**config.mk**
```make
export PLATFORM = sky130hd
export DESIGN_NAME = rf_write_arbiter_flat
export DESIGN_NICKNAME = d
export VERILOG_FILES = /design/src/rtl/rf_write_arbiter_if.sv /design/src/rtl/rf_write_arbiter.sv /design/src/flat_wrapper.sv
export SDC_FILE = /design/constraint.sdc
export NUM_CORES = 1
export LEC_CHECK = 0
export BUFFER_PORTS_ARGS = -buffer_cell sky130_fd_sc_hd__buf_4
export CAP_MARGIN = 10
export CORE_MARGIN = 1
export CORE_UTILIZATION = 30
export DETAILED_ROUTE_END_ITERATION = 10
export PLACE_DENSITY_LB_ADDON = 0.3
export SETUP_SLACK_MARGIN = 0.5
export SLEW_MARGIN = 40
export SYNTH_ARGS = -nofsm -noshare
export SYNTH_HDL_FRONTEND = slang
export SYNTH_SLANG_ARGS = --single-unit
```
**constraint.sdc**
```tcl
create_clock -name clk -period 1.81 [get_ports clk]
set_input_delay 0.362 -clock clk [delete_from_list [all_inputs] [get_ports clk]]
set_output_delay 0.362 -clock clk [all_outputs]
set_load 0.02 [all_outputs]
```
**src/rtl/rf_write_arbiter_if.sv**
```systemverilog
// rf_write_arbiter_if
// Bundles the RegFile write-port arbitration signals.
//   wb_*          pipeline writeback request (no backpressure)
//   lu_*          long-latency result offer, valid/ready handshake
//   rf_*          single RegFile write port
//   stall_req     arbiter asks the pipeline to hold wb_valid low
//   pending_mask  destinations still buffered in the arbiter FIFO
//   proto_err     sticky flag: wb_valid seen while stall_req was high
// master: pipeline / long-latency side. slave: the arbiter.
interface rf_write_arbiter_if #(
  parameter int XLEN = 32
);
  logic            wb_valid;
  logic [4:0]      wb_rd;
  logic [XLEN-1:0] wb_data;
  logic            lu_valid;
  logic            lu_ready;
  logic [4:0]      lu_rd;
  logic [XLEN-1:0] lu_data;
  logic            rf_we;
  logic [4:0]      rf_rd;
  logic [XLEN-1:0] rf_wdata;
  logic            stall_req;
  logic [31:0]     pending_mask;
  logic            proto_err;

  modport master (
    output wb_valid, wb_rd, wb_data, lu_valid, lu_rd, lu_data,
    input  lu_ready, rf_we, rf_rd, rf_wdata, stall_req, pending_mask, proto_err
  );

  modport slave (
    input  wb_valid, wb_rd, wb_data, lu_valid, lu_rd, lu_data,
    output lu_ready, rf_we, rf_rd, rf_wdata, stall_req, pending_mask, proto_err
  );
endinterface

```
**src/rtl/rf_write_arbiter.sv**
```systemverilog
// rf_write_arbiter
// Shares the RegFile write port between pipeline writeback (always first)
// and a long-latency unit whose results wait in a small FIFO and drain into
// idle writeback slots. A starvation counter raises stall_req when the FIFO
// head has waited STARVE_LIMIT cycles.
// Ports:
//   clk    system clock, posedge
//   rst_n  asynchronous active-low reset
//   bus    rf_write_arbiter_if.slave (wb_*, lu_*, rf_*, stall_req,
//          pending_mask, proto_err)
// Optional feature: define RF_ARB_BYPASS_EN to let an lu result write the
// RegFile in its accept cycle when the FIFO is empty and wb is idle.
module rf_write_arbiter #(
  parameter int XLEN         = 32,
  parameter int FIFO_DEPTH   = 2,
  parameter int STARVE_LIMIT = 4
) (
  input  logic                 clk,
  input  logic                 rst_n,
  rf_write_arbiter_if.slave    bus
);
  localparam int PW = $clog2(FIFO_DEPTH);
  localparam int CW = PW + 1;
  localparam logic [3:0] LIMIT = 4'(STARVE_LIMIT);

  logic [4:0]      rd_q   [FIFO_DEPTH];
  logic [XLEN-1:0] data_q [FIFO_DEPTH];
  logic [PW-1:0]   rd_ptr_q, rd_ptr_d, wr_ptr_q, wr_ptr_d;
  logic [CW-1:0]   count_q, count_d;
  logic [3:0]      starve_q, starve_d;
  logic            proto_err_q, proto_err_d;

  logic empty, full, stall;
  logic wb_grant, head_grant, byp_grant, push, pop, lu_ready;
  logic [31:0] pend;

  assign empty = (count_q == '0);
  assign full  = (count_q == CW'(FIFO_DEPTH));
  assign stall = !empty && (starve_q == LIMIT);

  always_comb begin
    wb_grant   = bus.wb_valid && !stall;
    head_grant = !wb_grant && !empty;
`ifdef RF_ARB_BYPASS_EN
    byp_grant  = !wb_grant && empty && bus.lu_valid;
`else
    byp_grant  = 1'b0;
`endif
    // Gated by rst_n so every output reads 0 while reset is held.
    lu_ready = rst_n && !full;
    push     = bus.lu_valid && lu_ready && !byp_grant;
    pop      = head_grant;
  end

  always_comb begin
    bus.rf_we    = 1'b0;
    bus.rf_rd    = '0;
    bus.rf_wdata = '0;
    if (rst_n) begin
      if (wb_grant) begin
        bus.rf_we    = (bus.wb_rd != 5'd0);
        bus.rf_rd    = bus.wb_rd;
        bus.rf_wdata = bus.wb_data;
      end else if (head_grant) begin
        bus.rf_we    = (rd_q[rd_ptr_q] != 5'd0);
        bus.rf_rd    = rd_q[rd_ptr_q];
        bus.rf_wdata = data_q[rd_ptr_q];
      end else if (byp_grant) begin
        bus.rf_we    = (bus.lu_rd != 5'd0);
        bus.rf_rd    = bus.lu_rd;
        bus.rf_wdata = bus.lu_data;
      end
    end
  end

  // Pointers wrap naturally because FIFO_DEPTH is a power of two.
  always_comb begin
    pend = '0;
    for (int i = 0; i < FIFO_DEPTH; i++) begin
      if (CW'(i) < count_q)
        pend = pend | (32'd1 << rd_q[rd_ptr_q + PW'(i)]);
    end
    pend[0] = 1'b0;
  end

  always_comb begin
    rd_ptr_d = pop  ? rd_ptr_q + PW'(1) : rd_ptr_q;
    wr_ptr_d = push ? wr_ptr_q + PW'(1) : wr_ptr_q;
    count_d  = count_q;
    if (push && !pop)      count_d = count_q + CW'(1);
    else if (pop && !push) count_d = count_q - CW'(1);

    starve_d = starve_q;
    if (empty || head_grant)   starve_d = 4'd0;
    else if (starve_q != LIMIT) starve_d = starve_q + 4'd1;

    proto_err_d = proto_err_q || (bus.wb_valid && stall);
  end

  always_ff @(posedge clk or negedge rst_n) begin
    if (!rst_n) begin
      rd_ptr_q    <= '0;
      wr_ptr_q    <= '0;
      count_q     <= '0;
      starve_q    <= '0;
      proto_err_q <= 1'b0;
      for (int i = 0; i < FIFO_DEPTH; i++) begin
        rd_q[i]   <= '0;
        data_q[i] <= '0;
      end
    end else begin
      rd_ptr_q    <= rd_ptr_d;
      wr_ptr_q    <= wr_ptr_d;
      count_q     <= count_d;
      starve_q    <= starve_d;
      proto_err_q <= proto_err_d;
      if (push) begin
        rd_q[wr_ptr_q]   <= bus.lu_rd;
        data_q[wr_ptr_q] <= bus.lu_data;
      end
    end
  end

  assign bus.lu_ready     = lu_ready;
  assign bus.stall_req    = stall;
  assign bus.pending_mask = pend;
  assign bus.proto_err    = proto_err_q;
endmodule

```
**src/flat_wrapper.sv**
```systemverilog
// flat-port wrapper written by rule: the top's interface ports become plain ports
module rf_write_arbiter_flat 
#(
  parameter int XLEN         = 32,
  parameter int FIFO_DEPTH   = 2,
  parameter int STARVE_LIMIT = 4
)
  (clk, rst_n, bus_wb_valid, bus_wb_rd, bus_wb_data, bus_lu_valid, bus_lu_rd, bus_lu_data, bus_lu_ready, bus_rf_we, bus_rf_rd, bus_rf_wdata, bus_stall_req, bus_pending_mask, bus_proto_err);
  rf_write_arbiter_if #(.XLEN(XLEN)) bus_i ();
  input  logic clk;
  input  logic rst_n;
  input wire logic [$bits(bus_i.wb_valid)-1:0] bus_wb_valid;
  input wire logic [$bits(bus_i.wb_rd)-1:0] bus_wb_rd;
  input wire logic [$bits(bus_i.wb_data)-1:0] bus_wb_data;
  input wire logic [$bits(bus_i.lu_valid)-1:0] bus_lu_valid;
  input wire logic [$bits(bus_i.lu_rd)-1:0] bus_lu_rd;
  input wire logic [$bits(bus_i.lu_data)-1:0] bus_lu_data;
  output wire logic [$bits(bus_i.lu_ready)-1:0] bus_lu_ready;
  output wire logic [$bits(bus_i.rf_we)-1:0] bus_rf_we;
  output wire logic [$bits(bus_i.rf_rd)-1:0] bus_rf_rd;
  output wire logic [$bits(bus_i.rf_wdata)-1:0] bus_rf_wdata;
  output wire logic [$bits(bus_i.stall_req)-1:0] bus_stall_req;
  output wire logic [$bits(bus_i.pending_mask)-1:0] bus_pending_mask;
  output wire logic [$bits(bus_i.proto_err)-1:0] bus_proto_err;
  assign bus_i.wb_valid = bus_wb_valid;
  assign bus_i.wb_rd = bus_wb_rd;
  assign bus_i.wb_data = bus_wb_data;
  assign bus_i.lu_valid = bus_lu_valid;
  assign bus_i.lu_rd = bus_lu_rd;
  assign bus_i.lu_data = bus_lu_data;
  assign bus_lu_ready = bus_i.lu_ready;
  assign bus_rf_we = bus_i.rf_we;
  assign bus_rf_rd = bus_i.rf_rd;
  assign bus_rf_wdata = bus_i.rf_wdata;
  assign bus_stall_req = bus_i.stall_req;
  assign bus_pending_mask = bus_i.pending_mask;
  assign bus_proto_err = bus_i.proto_err;
  rf_write_arbiter #(.XLEN(XLEN), .FIFO_DEPTH(FIFO_DEPTH), .STARVE_LIMIT(STARVE_LIMIT)) u_core (.clk(clk), .rst_n(rst_n), .bus(bus_i));
endmodule
```
==> results of run 1 <==
## cells by family (layout without fill, tap and decap cells)
family,count (synthesis),in the layout
mux,116,116
fa+ha+maj,6,6
buf+inv,59,288
xor+xnor,6,6
compound gates,127,127
other cells,1,1
flops,83,83
simple gates,85,93
## power by group through the flow
stage,combinational (mW),clock (mW),sequential (mW)
floorplan,5.33,0,3.18
global placement,7.39,0,3.41
detailed placement,7.56,0,3.46
CTS,10.1,1.72,3.57
global route,11.3,1.81,3.82
finish,10.7,1.70,3.71
## worst max-delay path: cells and delay by family, from the launching register on
family	cells	cell delay, ns
fa+ha+maj	1	0.16
flops	1	0.40
compound gates	2	0.34
buf+inv	4	0.57
simple gates	1	0.20
## sequential cells by signal, indices dropped and copies added (netlist names)
| signal | flops |
|---|---|
| u_core.data_q | 64 |
| u_core.rd_q | 10 |
| u_core.starve_q | 4 |
| u_core.count_q | 2 |
| u_core.bus.proto_err | 1 |
| u_core.rd_ptr_q | 1 |
| u_core.wr_ptr_q | 1 |
## cell usage in the layout (no fill, tap or decap), types with 12 or more instances in the layout
cell       count
buf_6         74
mux2_4        71
a21oi_2       34
dfrtp_1       79
buf_12        16
mux2_2        41
nand3_1       35
clkbuf_16     12
o211ai_1      39
buf_4        161
## per-layer routing
| metal | global-route usage [%] | routed length [um] | vias to the layer above |
|---|---|---|---|
| li1 | - | - | 2316 |
| met1 | 26.2 | 8140 | 2492 |
| met2 | 34.7 | 9750 | 152 |
| met3 | 3.63 | 898 | 27 |
| met4 | 6.19 | 426 | 0 |
| met5 | 0 | 0 | - |
## worst max path at each step
stage / from / end / slack (ns) / depth (start not counted)
2_1_floorplan: u_core.rd_ptr_q$_DFFE_PN0P_ / bus_pending_mask[15] / -0.24 / 5
3_3_place_gp: u_core.count_q[0]$_DFFE_PN0P_ / bus_pending_mask[3] / -0.20 / 7
3_5_place_dp: u_core.rd_ptr_q$_DFFE_PN0P_ / bus_pending_mask[31] / -0.26 / 5
4_1_cts: u_core.count_q[0]$_DFFE_PN0P_ / bus_pending_mask[1] / -0.50 / 9
5_1_grt: u_core.count_q[0]$_DFFE_PN0P_ / bus_rf_wdata[8] / -0.64 / 8
6_report: u_core.count_q[0]$_DFFE_PN0P_ / bus_rf_wdata[8] / -0.58 / 8
## what timing repair did
item                                    CTS  global route
gates cloned                              9             9
endpoints found under the setup margin  153           153
hold buffers                              0             0
pin swaps                                25            26
gates resized for setup                 184            57
setup buffers                            25             9
## final cells by class
cell class	count	area (sq um)	area share (%)
Clock buffer	10	239	2.50
Inverter	11	80.1	0.839
Multi-Input combinational cell	349	4220	44.2
Tap cell	220	275	2.88
Clock inverter	5	30.0	0.315
Timing Repair inverter	1	16.3	0.170
Sequential cell	83	2080	21.8
Timing Repair Buffer	261	2610	27.3
## through the flow
step | instance area, sq um | cells | hold slack (ns) | util, %
floorplan | 5840 | 483 | 0.0664 | -
global placement | 7530 | 873 | 0.400 | 44.7
detailed placement | 7530 | 873 | 0.409 | 44.8
CTS | 9030 | 922 | 0.0554 | 53.7
global route | 9550 | 940 | 0.0640 | 56.8
finish | 9550 | 940 | 0.0554 | 56.8
==> impl_metrics.yaml, run 1 <==
clock_network:
  clock_sinks: 83
  cts_tree: "done"
  clk_pin_slew_ns: 0.06
  htree_levels: 3
  cts_root_buf: "clkbuf_16"
  clk_latency_ns: 0.33
  clockBufferDepth: 2
  cts_made_buffers: 9
power_and_ir_drop:
  clkPwrFrac_pct: 10.5
  vdd_ir_drop_max_mv: 0.876
  seqPwrFrac_pct: 23.0
  power.density_mw_per_mm2: 1690
  switching_share_pct: 40.8
  combPwrFrac_pct: 66.5
  power_mw: 16.1
  internal_power_mw: 9.56
  p_sw_mw: 6.58
  p_leak_nw: 4.01
sta:
  setup_viol: 132
  final_hold_viol_count: 0
  clock_skew_ns: 0.00406
  period_share_pct: 132
  setup_tns_ns: -39.22
  slew_violations: 0
  worst_pin_slew_ns: 0.824
  min_period_ns: 2.39
  setup_ws_ns: -0.580
  slew_headroom_pct: 45.1
  rsz0062_at_grt: "true"
  clock.fmax_mhz: 418
layout:
  drive_gt1_share_pct: 73.8
  layout.nets: 800
  fillers: 1359
  area_delta_synth_final_pct: 82.8
  antenna_cells: 0
worst_setup_path:
  critPathRequiredTime_ns: 1.45
  cp-end-kind: "output pin"
  r2r-start: "u_core.count_q[0]$_DFFE_PN0P_"
  worstPathMaxFanout: 14
  arrival_ns: 2.03
  ff2ff_path_depth: 10
  reg2reg_to: "u_core.data_q[52]$_DFFE_PN0P_"
  crit_slowest_cell: "dfrtp_1"
  path_cells: "inv_2, ha_4, nand4bb_4, clkinv_4, buf_12, o211ai_1, a21oi_2, buf_4"
  r2r_slack_ns: -0.19
  critPathLaunchType: "flop"
  critPathMaxStageDelay_ns: 0.40
  criticalPathCategory: "reg -> out"
yosys:
  yosysUniqueCellTypes: 49
  synth_top_family_by_area: "multiplexers"
  synth_top_cell_by_area: "dfrtp_1"
  yosys_warnings: 0
  yosys-mux-area-fraction_pct: 25.0
  synth_seq_area_share_pct: 39.8
  netlist_area_sq_mm: 0.00522
  yosys.area_share.adder_pct: 1.44
  synth-xor-area-share_pct: 1.01
  synth_simple_gate_area_share_pct: 9.82
  async_flop_share_pct: 100
  yosys_most_used_dff: "dfrtp_1"
  synth_top_area_share_pct: 39.8
  syn_area_per_cell_sq_um: 10.8
  synth-compound-area-share_pct: 16.2
  postSynthCellCount: 483
  synth_edf_count: 0
  synthTopCellsByArea: "dfrtp_1 40%, mux2_2 23%, o211ai_1 5.6%"
  synth_common_cells: "107 x mux2_2, 83 x dfrtp_1, 42 x nand3_1"
  synth.most_common_cell: "mux2_2"
  syn_nets: 567
  synth_seq_cells: 83
drt:
  wl_per_cell_um: 20.4
  ant_nets: 0
  route.detailed.drc: 0
  dr.pass1.iters: 4
  vias: 4987
  vias_per_cell: 5.31
  drtIter0Drc: 212
  wirelength_mm: 19.2
outcome:
  violations: "negative setup slack"
  status: "finished, violations left"
global_routing:
  grt_first_pass_wirelength_mm: 28.6
  gr-total-overflow: 0
  grt_pass1_vias: 5231
  antenna_found_initial: 0
  grt_max_degree: 72
  grt_usage_pct: 20.4
run:
  maxCapViolCount: 0
place:
  port_buffers: 149
  place.gp.congestion: 0.882
  place_ws_ns: -0.262
  place_hpwl_mm: 11.5
min_path:
  hold_class: "in -> async"
die:
  dieHeight_um: 134
  rows: 47
  core_area_sq_mm: 0.0168
  io_pins: 151
  start_util_pct: 31.1
  die_x_um: 134
  die-area_sq_mm: 0.0179
No activity file was read; power rests on OpenSTA's default activity.
==> inputs of run 2 (changes only) <==
--- a/config.mk
+++ b/config.mk
@@ -9,10 +9,12 @@
 export CAP_MARGIN = 10
 export CORE_MARGIN = 1
 export CORE_UTILIZATION = 30
+export CTS_CLUSTER_SIZE = 30
 export DETAILED_ROUTE_END_ITERATION = 10
 export PLACE_DENSITY_LB_ADDON = 0.3
+export REMOVE_ABC_BUFFERS = 1
 export SETUP_SLACK_MARGIN = 0.5
-export SLEW_MARGIN = 40
+export SLEW_MARGIN = 20
 export SYNTH_ARGS = -nofsm -noshare
 export SYNTH_HDL_FRONTEND = slang
 export SYNTH_SLANG_ARGS = --single-unit
==> run 2 against run 1 <==
The run still ends with negative setup slack left. Total power is 11% lower. Final cell count is 2.3% lower. Worst setup slack gained 0.049 ns. Maximum frequency increased by 2.1%. Wire length fell by 3.8%. Final area down 5.7%. Critical path depth fell by 2. Sequential share of layout area up 1.3 points. Register-to-register slack gained 0.08 ns. Utilization shrank 3.2 points. First-iteration DRC count unchanged. Clock-buffer cell count grew 3. Largest cell class unchanged. Highest routed layer unchanged.
==> impl_metrics.yaml, run 2 (synthesized netlist as in run 1, its figures left out) <==
layout:
  largest_reg_flops: 64
  ff_latch_area_sq_mm: 0.00208
  drive_gt1_share_pct: 71.6
  antenna_cells: 0
  layout.nets: 777
  area_delta_synth_final_pct: 72.4
  final_common_cell: "buf_4"
  top_register: "u_core.data_q"
  largestRegisters: "u_core.data_q (64), u_core.rd_q (10), u_core.starve_q (4)"
  fillers: 1470
  finish.utilization_pct: 53.6
  layout_common_cells: "164 x buf_4, 81 x dfrtp_1, 71 x mux2_2, 44 x buf_6, 41 x mux2_4"
  multiInputGateArea_sq_mm: 0.00377
place:
  port_buffers: 149
  place_hpwl_mm: 11.4
  place.gp.congestion: 0.879
drt:
  drtIter0Drc: 212
  wirelength_mm: 18.5
  ant_nets: 0
  vias: 4852
  vias_per_cell: 5.29
  wl_per_cell_um: 20.1
  route.detailed.drc: 0
  dr.pass1.iters: 4
outcome:
  violations: "negative setup slack"
  status: "finished, violations left"
worst_setup_path:
  criticalPathCategory: "reg -> out"
  worstPathMaxFanout: 12
  critPathLaunchType: "flop"
  critPathRequiredTime_ns: 1.45
  arrival_ns: 1.98
  cp-end-kind: "output pin"
min_path:
  hold_class: "in -> async"
global_routing:
  grt_max_degree: 64
  grt_pass1_vias: 5147
  gr-total-overflow: 0
  grt_usage_pct: 19.6
  antenna_found_initial: 0
  grt_first_pass_wirelength_mm: 27.5
clock_network:
  clk_pin_slew_ns: 0.06
  clock_sinks: 83
  clockBufferDepth: 2
  cts_hold_buf: 0
  cts_tree: "done"
  htree_levels: 3
  clk_latency_ns: 0.34
  cts_made_buffers: 9
  cts_root_buf: "clkbuf_16"
power_and_ir_drop:
  clkPwrFrac_pct: 12.0
  p_leak_nw: 3.80
  vdd_ir_drop_max_mv: 0.801
  internal_power_mw: 8.63
  combPwrFrac_pct: 62.9
  p_sw_mw: 5.71
  switching_share_pct: 39.8
  seqPwrFrac_pct: 25.1
  power.density_mw_per_mm2: 1590
sta:
  slew_violations: 0
  slew_headroom_pct: 45.3
  final_hold_viol_count: 0
  worst_pin_slew_ns: 0.820
  min_period_ns: 2.34
  setup_tns_ns: -32.55
  clock.fmax_mhz: 427
  setup_viol: 78
  rsz0062_at_grt: "true"
  setup_ws_ns: -0.531
  clock_skew_ns: 0.00639
  period_share_pct: 129
die:
  die_x_um: 134
  io_pins: 151
  rows: 47
  start_util_pct: 31.1
  core_area_sq_mm: 0.0168
  dieHeight_um: 134
  die-area_sq_mm: 0.0179
run:
  maxCapViolCount: 0
-- run 2: cell count changes in the layout (fill, tap and decap cells not counted), sizes merged --
cell / change
buf: -18
clkinv: -4
clkbuf: +6
nand2: -7
inv: +1
-- run 2: what timing repair did --
action / 4_1_cts / 5_1_grt
endpoints found under the setup margin: 153 / 154
gates resized for setup: 174 / 98
endpoints found under the hold margin: 0 / 0
gates cloned: 9 / 6
pin swaps: 39 / 27
buffers inserted: 22 / 7
-- run 2: path summary, 6_finish.rpt --
| check | endpoint | from | slack (ns) | cells past startpoint |
|---|---|---|---|---|
| min reg2reg | u_core.bus.proto_err$_DFF_PN0_ | u_core.bus.proto_err$_DFF_PN0_ | 0.47 | 1 |
| max | bus_pending_mask[16] | u_core.rd_ptr_q$_DFFE_PN0P_ | -0.53 | 6 |
| max in group asynchronous | u_core.rd_q[7]$_DFFE_PN0P_ | rst_n | 1.00 | 2 |
| min | u_core.data_q[41]$_DFFE_PN0P_ | rst_n | 0.06 | 2 |
| max reg2reg | u_core.count_q[1]$_DFFE_PN0P_ | u_core.starve_q[1]$_DFFE_PN0P_ | -0.11 | 11 |
| min in group clk | u_core.data_q[33]$_DFFE_PN0P_ | bus_lu_data[1] | 0.26 | 2 |
-- run 2: final cells by class --
type                       count  share of cell area (%)
timing repair buffer         246                    28.4
clock inverter                 3                   0.264
sequential                    83                    23.1
clock buffer                  13                    2.78
tap                          220                    3.06
multi-input combinational    342                    41.8
inverter                      11                   0.597
-- run 2: per-stage QoR --
stage / hold slack (ns) / setup WS, ns / instances / cell area, sq um / total power [mW]
after floorplan: 0.0664 / -1.68 / 435 / 4910 / 7.18
after global placement: 0.418 / -0.296 / 858 / 6840 / 9.36
after detailed placement: 0.428 / -0.317 / 858 / 6840 / 9.59
after CTS: 0.0604 / -0.525 / 905 / 8360 / 13.4
after global routing: 0.0756 / -0.602 / 918 / 9010 / 15.1
final: 0.0551 / -0.531 / 918 / 9010 / 14.3
-- run 2: power by group through the flow --
stage	clock (mW)	combinational [mW]	sequential, mW
final	1.72	9.02	3.60
after global routing	1.84	9.53	3.72
after CTS	1.76	8.11	3.52
after detailed placement	0	6.13	3.46
after global placement	0	5.98	3.38
after floorplan	0	3.76	3.42
-- run 2: worst max-delay path, cell delays in order, from the launching register on --
cell	delay, ns
dfrtp_2	0.50
buf_12	0.19
mux2i_4	0.28
nand3_2	0.11
buf_8	0.17
o22ai_1	0.20
buf_4	0.18
-- run 2: per-layer routing --
metal / routed length (um) / track usage (%) / part of all wire, %
met5: 0 / 0 / 0
met4: 261 / 6.57 / 1.4
met3: 816 / 3.21 / 4.4
met2: 9600 / 34.8 / 52
met1: 7810 / 24.0 / 42
==> inputs of run 3 (changes only) <==
--- a/config.mk
+++ b/config.mk
@@ -18,3 +18,4 @@
 export SYNTH_ARGS = -nofsm -noshare
 export SYNTH_HDL_FRONTEND = slang
 export SYNTH_SLANG_ARGS = --single-unit
+export TNS_END_PERCENT = 5
==> run 3 against run 2 <==
The flow still finishes with violations (negative setup slack). Clock skew barely moved. Global-route usage fell by 1.5 points. Flip-flop and latch count did not move. Clock power barely moved. Combinational power fell by 17%. Critical path type unchanged. Die area did not move. Highest routed layer unchanged. Register-to-register slack barely moved. Wire length fell by 9.4%. First-iteration DRC count fell by 18%.
==> impl_metrics.yaml, run 3 (synthesized netlist as in run 1, its figures left out) <==
outcome:
  status: "finished, violations left"
  violations: "negative setup slack"
sta:
  setup_tns_ns: -32.33
  slew_violations: 0
  slew_headroom_pct: 44.8
  clock.fmax_mhz: 426
  hold_ws_ns: 0.0527
  worst_pin_slew_ns: 0.828
  period_share_pct: 130
  setup_ws_ns: -0.539
  clock_skew_ns: 0.00593
  min_period_ns: 2.35
  final_hold_viol_count: 0
  rsz0062_at_grt: "true"
  setup_viol: 72
clock_network:
  clockBufferDepth: 2
  cts_made_buffers: 9
  clock_sinks: 83
  cts_root_buf: "clkbuf_16"
  cts_tree: "done"
  clk_latency_ns: 0.34
  htree_levels: 3
  clk_pin_slew_ns: 0.06
global_routing:
  grt_max_degree: 64
  grt_pass1_vias: 4883
  grt_first_pass_wirelength_mm: 25.4
  grt_usage_pct: 18.1
  gr-total-overflow: 0
  antenna_found_initial: 0
die:
  die-area_sq_mm: 0.0179
  dieHeight_um: 134
  start_util_pct: 31.1
  rows: 47
  core_area_sq_mm: 0.0168
  io_pins: 151
  die_x_um: 134
layout:
  drive_gt1_share_pct: 62.4
  area_delta_synth_final_pct: 53.7
  fillers: 1552
  largest_reg_flops: 64
  ff_latch_area_sq_mm: 0.00208
  multiInputGateArea_sq_mm: 0.00334
  final_common_cell: "buf_4"
  top_register: "u_core.data_q"
  largestRegisters: "u_core.data_q (64), u_core.rd_q (10), u_core.starve_q (4)"
  antenna_cells: 0
  layout_common_cells: "172 x buf_4, 87 x mux2_2, 82 x dfrtp_1, 39 x o211ai_1, 34 x nand3_1"
  finish.utilization_pct: 47.7
  layout.nets: 749
power_and_ir_drop:
  internal_power_mw: 7.63
  vdd_ir_drop_max_mv: 0.673
  p_leak_nw: 3.42
  clkPwrFrac_pct: 13.5
  power_mw: 12.7
  power.density_mw_per_mm2: 1580
  seqPwrFrac_pct: 27.6
  combPwrFrac_pct: 58.9
  switching_share_pct: 39.9
  p_sw_mw: 5.06
drt:
  wirelength_mm: 16.8
  vias: 4671
  drtIter0Drc: 173
  ant_nets: 0
  dr.pass1.iters: 5
  wl_per_cell_um: 18.8
  vias_per_cell: 5.25
  route.detailed.drc: 0
run:
  maxCapViolCount: 0
place:
  place_hpwl_mm: 11.4
  port_buffers: 149
  place.gp.congestion: 0.879
worst_setup_path:
  critPathLaunchType: "flop"
  critPathRequiredTime_ns: 1.45
  criticalPathCategory: "reg -> out"
  cp-end-kind: "output pin"
  worstPathMaxFanout: 22
  arrival_ns: 1.99
min_path:
  hold_class: "in -> async"
==> run 3: per-layer routing <==
metal,GRT usage (%),wire length (um),vias up,share of wire [%]
met5,0,0,-,0
met4,6.94,252,0,1.5
met3,3.51,804,22,4.8
met2,31.2,8450,137,50
met1,22.2,7250,2321,43
li1,-,-,2191,-
==> run 3: timing repair <==
item / in CTS / in global routing
buffers inserted: 5 / 5
cloned: 3 / 3
pin swaps: 25 / 26
resized for setup: 58 / 86
endpoints found under the setup margin: 153 / 153
hold buffers: 0 / 0
==> run 3: worst max-delay path: stages (launching register included) <==
cell	delay (ns)
dfrtp_2	0.47
buf_12	0.18
and3b_1	0.18
o21ai_1	0.45
o22ai_2	0.17
buf_4	0.19
==> run 3: final cells by class <==
cell class / count / share of cell area (%)
sequential: 83 / 25.9
tap: 220 / 3.43
inverter: 11 / 0.608
clock buffer: 13 / 3.12
clock inverter: 3 / 0.296
timing repair buffer: 218 / 25.1
multi-input combinational: 342 / 41.6
==> run 3: path summary, 6_finish.rpt <==
path / start / end / slack, ns / cells after the start
max reg2reg: u_core.starve_q[1]$_DFFE_PN0P_ / u_core.count_q[1]$_DFFE_PN0P_ / -0.11 / 10
min reg2reg: u_core.bus.proto_err$_DFF_PN0_ / u_core.bus.proto_err$_DFF_PN0_ / 0.46 / 1
max: u_core.rd_ptr_q$_DFFE_PN0P_ / bus_pending_mask[28] / -0.54 / 5
max in group asynchronous: rst_n / u_core.rd_q[7]$_DFFE_PN0P_ / 0.99 / 2
min in group clk: bus_lu_data[6] / u_core.data_q[38]$_DFFE_PN0P_ / 0.25 / 2
min: rst_n / u_core.starve_q[3]$_DFFE_PN0P_ / 0.05 / 2
==> run 3: power groups by stage <==
stage | sequential [mW] | clock, mW | combinational [mW]
finish | 3.50 | 1.71 | 7.48
global route | 3.63 | 1.84 | 7.97
global placement | 3.38 | 0 | 5.98
floorplan | 3.42 | 0 | 3.76
detailed placement | 3.46 | 0 | 6.13
CTS | 3.44 | 1.76 | 6.72
==> run 3: through the flow <==
stage,instance area (sq um),cells,worst slack [ns]
floorplan,4910,435,-1.68
global placement,6840,858,-0.296
detailed placement,6840,858,-0.317
CTS,7530,882,-0.534
global route,8030,890,-0.606
finish,8030,890,-0.539
